## config.mk

```make
export PLATFORM = sky130hd
export DESIGN_NAME = sc_bitstream_decoder
export DESIGN_NICKNAME = d
export VERILOG_FILES = /design/src/rtl/sc_bitstream_decoder.sv
export SDC_FILE = /design/constraint.sdc
export NUM_CORES = 1
export LEC_CHECK = 0
export BUFFER_PORTS_ARGS = -buffer_cell sky130_fd_sc_hd__buf_4
export CORE_MARGIN = 2
export CORE_UTILIZATION = 25
export DETAILED_ROUTE_END_ITERATION = 16
export HOLD_SLACK_MARGIN = 0.02
export SYNTH_ARGS = -nofsm -noshare
export SYNTH_HDL_FRONTEND = slang
export SYNTH_SLANG_ARGS = --single-unit
```

## constraint.sdc

```tcl
create_clock -name clk -period 9.67 [get_ports clk]
set_input_delay 0.967 -clock clk [delete_from_list [all_inputs] [get_ports clk]]
set_output_delay 0.967 -clock clk [all_outputs]
set_load 0.1 [all_outputs]
```

## src/rtl/sc_bitstream_decoder.sv

```systemverilog
// Stochastic bitstream decoder: serial CHUNK-wide popcount of a parallel
// bitstream, then inverse SNG quota mapping to a signed QUANT-bit value.
module sc_bitstream_decoder #(
  parameter int BITSTREAM = 64,
  parameter int QUANT     = 8,
  parameter int CHUNK     = 8
) (
  input  logic                         clk,
  input  logic                         rst_n,
  input  logic                         in_valid,
  output logic                         in_ready,
  input  logic [BITSTREAM-1:0]         in_bits,
  output logic                         out_valid,
  input  logic                         out_ready,
  output logic [QUANT-1:0]             out_data,
  output logic [$clog2(BITSTREAM):0]   out_count
);

  localparam int NCHUNK = BITSTREAM / CHUNK;
  localparam int CW     = $clog2(BITSTREAM) + 1;
  localparam int IW     = (NCHUNK > 1) ? $clog2(NCHUNK) : 1;
  localparam int PW     = $clog2(CHUNK) + 1;
  localparam int LG     = $clog2(BITSTREAM);
  localparam int UW     = CW + QUANT + 1;
  localparam int UMAX   = (1 << QUANT) - 1;
  localparam int BIAS   = 1 << (QUANT - 1);

  if ((BITSTREAM % CHUNK) != 0) begin : g_chk_div
    $fatal(1, "BITSTREAM must be a multiple of CHUNK");
  end
  if ((BITSTREAM & (BITSTREAM - 1)) != 0) begin : g_chk_pow2
    $fatal(1, "BITSTREAM must be a power of two");
  end

  typedef enum logic [1:0] {
    S_IDLE,
    S_COUNT,
    S_DONE
  } state_t;

  state_t               r_state;
  state_t               w_next;
  logic [BITSTREAM-1:0] r_shreg;
  logic [CW-1:0]        r_acc;
  logic [IW-1:0]        r_idx;
  logic [PW-1:0]        w_pop;
  logic [CW-1:0]        w_total;
  logic [UW-1:0]        w_u_raw;
  logic [UW-1:0]        w_u_sat;
  logic [QUANT-1:0]     w_data;
  logic                 w_accept;
  logic                 w_last;

  assign w_accept = in_valid && (r_state == S_IDLE);
  assign w_last   = (r_idx == IW'(NCHUNK - 1));

  always_comb begin
    w_pop = '0;
    for (int i = 0; i < CHUNK; i++) begin
      w_pop = w_pop + PW'(r_shreg[i]);
    end
  end

  // Round-to-nearest rescale of count onto the 2^QUANT code space
  always_comb begin
    w_total = r_acc + CW'(w_pop);
    w_u_raw = ((UW'(w_total) << QUANT) + UW'(BITSTREAM / 2)) >> LG;
    w_u_sat = (w_u_raw > UW'(UMAX)) ? UW'(UMAX) : w_u_raw;
    w_data  = QUANT'(w_u_sat - UW'(BIAS));
  end

  always_ff @(posedge clk or negedge rst_n) begin
    if (!rst_n) begin
      r_state <= S_IDLE;
    end else begin
      r_state <= w_next;
    end
  end

  always_comb begin
    w_next = r_state;
    unique case (r_state)
      S_IDLE:  if (in_valid)  w_next = S_COUNT;
      S_COUNT: if (w_last)    w_next = S_DONE;
      S_DONE:  if (out_ready) w_next = S_IDLE;
      default:                w_next = S_IDLE;
    endcase
  end

  always_comb begin
    in_ready  = (r_state == S_IDLE);
    out_valid = (r_state == S_DONE);
  end

  always_ff @(posedge clk or negedge rst_n) begin
    if (!rst_n) begin
      r_shreg   <= '0;
      r_acc     <= '0;
      r_idx     <= '0;
      out_data  <= '0;
      out_count <= '0;
    end else if (w_accept) begin
      r_shreg <= in_bits;
      r_acc   <= '0;
      r_idx   <= '0;
    end else if (r_state == S_COUNT) begin
      r_shreg <= r_shreg >> CHUNK;
      r_acc   <= w_total;
      r_idx   <= r_idx + 1'b1;
      if (w_last) begin
        out_count <= w_total;
        out_data  <= w_data;
      end
    end
  end

endmodule

```

==> impl_metrics.toml <==
[outcome]
status = "completed"

[sta]
fin_crit_sh = 0.3910
fin_hold_ws_ns = 0.4779
slew-limit-headroom = 0.3972
skew_ns = 0.006376
final.setup.tns_ns = 0
fin_crit_ns = 3.781
tightestPinTransition_ns = 0.9042
hold_violations = 0
slew_viol_final = 0
setup_ws_ns = 5.889
finalSetupViolations = 0
rsz0062_at_grt = "false"
fmax_mhz = 264.5

[yosys]
ys_ff_latch = 89
synth-simple-area-share = 0.1687
netlist_area_um2 = 4043
netlist_instances = 410
synth-xor-area-share = 0.01083
synthAdderAreaFrac = 0.04952
async_flop_share = 1.000
synth_compound_area_frac = 0.1659
synth_edf_count = 0
synth_top_family_by_area = "simple AND/OR/NAND/NOR gates"
synthMuxAreaShare = 0
synth_flop_cell = "dfrtp_1"
avgSynthCellArea_um2 = 9.860
synth_cell_types = 34
yosys_warnings = 0
syn_nets = 491
ys_seq_area_frac = 0.5509

[critical_path]
cp_top_family = "adder cells"
path_class = "reg -> reg"
arrival_ns = 3.99
ff2ff_setup_slack_ns = 5.89
cp_num_buf_inv = 3
slowest_delay_ns = 0.54
cp.required_ns = 9.88
cp_cell_sequence = "fa_1, inv_1, fa_1, fa_1, inv_1, fa_1, inv_1, fa_1, nor2b_4, o31ai_2, xor2_1, or2_1, o211ai_2"
cp_common_cell = "fa_1"
reg2reg_depth = 13
critPathLaunchType = "flip-flop"
crit_fanout = 6
cp_slowest_cell = "fa_1"
path_depth = 13
crit_start = "r_shreg[0]"
worst_setup_path_end_kind = "flip-flop"
r2r_start = "r_shreg[0]"

[drt]
drt-total-wl_mm = 9.985
routed_via_density = 4.509
wire_per_inst_um = 14.28
dr.pass1.iters = 4
drc = 0
ant_nets = 0
drtIter0Drc = 234
vias = 3152

[global_route]
antenna_found_initial = 0
overflow = 0
grt_max_degree = 85
first_global_vias = 3225
grt_use_total = 0.1204
grt_pass1_wl_mm = 16.63

[power_and_ir_drop]
combPwrFrac = 0.496
p_clk_frac = 0.190
power_density_nw_per_um2 = 381.0
p_sw_mw = 0.8627
peakVddDrop_mv = 0.1234
power_leakage_nw = 2.567
p_sw_frac = 0.4444
seqPwrFrac = 0.314
internal-power_mw = 1.079

[layout]
antenna_cells = 0
final_cell_mix = "nand2_1 (148), dfrtp_1 (89), buf_4 (86)"
regArea_um2 = 2227
fillCellCount = 1645
final_nets = 559
stdcell_count = 699
multi_input_area_um2 = 1597
design_area_um2 = 5096
area_delta_synth_final_pct = 26.06
drive_gt1_frac = 0.2215
final_common_cell = "nand2_1"

[floorplan]
die_w_um = 131.2
start_util = 0.2554
core.rowCount = 46
core_um2 = 15830
dieHeight_um = 131.2
ios = 85
dieArea_um2 = 17200

[min_path]
min_path_type = "reg -> reg"
worst_hold_path.num_cells = 2
worstHoldStart = "r_shreg[53]"

[placed_design]
dp_hpwl_mm = 6.801
post-place-cells = 683
place_ws_ns = 5.911
postPlaceCellArea_um2 = 4785
gp_congestion = 0.7813
portBuffers = 84

[clock_tree]
hold_buffers = 0
cts_root_buffer = "clkbuf_16"
cts.sinks = 89
cts_buffer_depth = 2
numCtsBuffers = 9
clock_latency_ns = 0.34
htreeDepth = 3
cts_tree = "yes"
cts.repair.resized = 0
post_cts_buffers = 0
clk_pin_slew_worst_paths_ns = 0.06

[run]
max_cap_viol_count = 0
path summary, 6_finish.rpt:
check / to
worst max register to register: out_data[5]
worst max-delay path: out_data[5]
worst min-delay path: r_shreg[53]
worst min register to register: r_shreg[53]
min in group asynchronous: r_state[0]
max in group asynchronous: r_shreg[29]
per-layer routing:
metal  wire length (um)  share of wire  global-route usage  vias to the layer above
met2               4879           0.49              0.1921                       78
met1               4523           0.45              0.1565                     1541
met5                  0              0                   0                        -
met3                454          0.045             0.03356                        8
li1                   -              -                   -                     1525
met4                127          0.013             0.04348                        0
power by group through the flow:
stage / sequential (mW) / combinational [mW] / clock, mW
2_1_floorplan: 0.748 / 0.626 / 0
5_1_grt: 0.627 / 1.08 / 0.397
4_1_cts: 0.609 / 0.983 / 0.382
3_5_place_dp: 0.616 / 0.975 / 0
6_report: 0.609 / 0.963 / 0.369
3_3_place_gp: 0.610 / 0.953 / 0
flip-flops by register name, summed over array words and instances, names as in the netlist:
name	cells
r_shreg	64
out_data	7
r_acc	7
r_state	2
r_idx	3
out_count	6
worst register-to-register path: cells and delay by family (launching register included):
| family | cells | cell delay, ns |
|---|---|---|
| compound gates | 2 | 0.35 |
| flops | 1 | 0.40 |
| buf+inv | 3 | 0.19 |
| fa+ha+maj | 5 | 2.12 |
| xor+xnor | 1 | 0.25 |
| simple gates | 2 | 0.35 |
area by class of cell:
| type | count | area share |
|---|---|---|
| flip-flops and latches | 89 | 0.4370 |
| multi-input cells | 280 | 0.3133 |
| repair buffers | 86 | 0.1267 |
| well taps | 216 | 0.05303 |
| clock buffers | 11 | 0.04567 |
| clock inverters | 5 | 0.01547 |
| inverters | 12 | 0.008839 |
synthesized netlist by cell type, types with 4 or more instances:
cell,number,share of area
a22oi_1,53,0.098
buf_2,19,0.024
buf_6,4,0.011
dfrtp_1,89,0.55
fa_1,5,0.025
ha_1,8,0.025
inv_1,12,0.011
nand2_1,148,0.14
nand3_1,4,0.0050
nor2_1,6,0.0056
o21ai_0,16,0.020
o22ai_1,5,0.0077
per-stage QoR:
stage / utilization / power, mW
2_1_floorplan: - / 1.374
3_3_place_gp: 0.3023 / 1.564
3_5_place_dp: 0.3023 / 1.591
4_1_cts: 0.3220 / 1.975
5_1_grt: 0.3220 / 2.108
6_report: 0.3220 / 1.941
cells by family after synthesis:
kind of cell / Yosys count
buf+inv: 41
flops: 89
xor+xnor: 5
compound gates: 93
simple gates: 169
fa+ha+maj: 13
(Power assumes the default switching activity.)
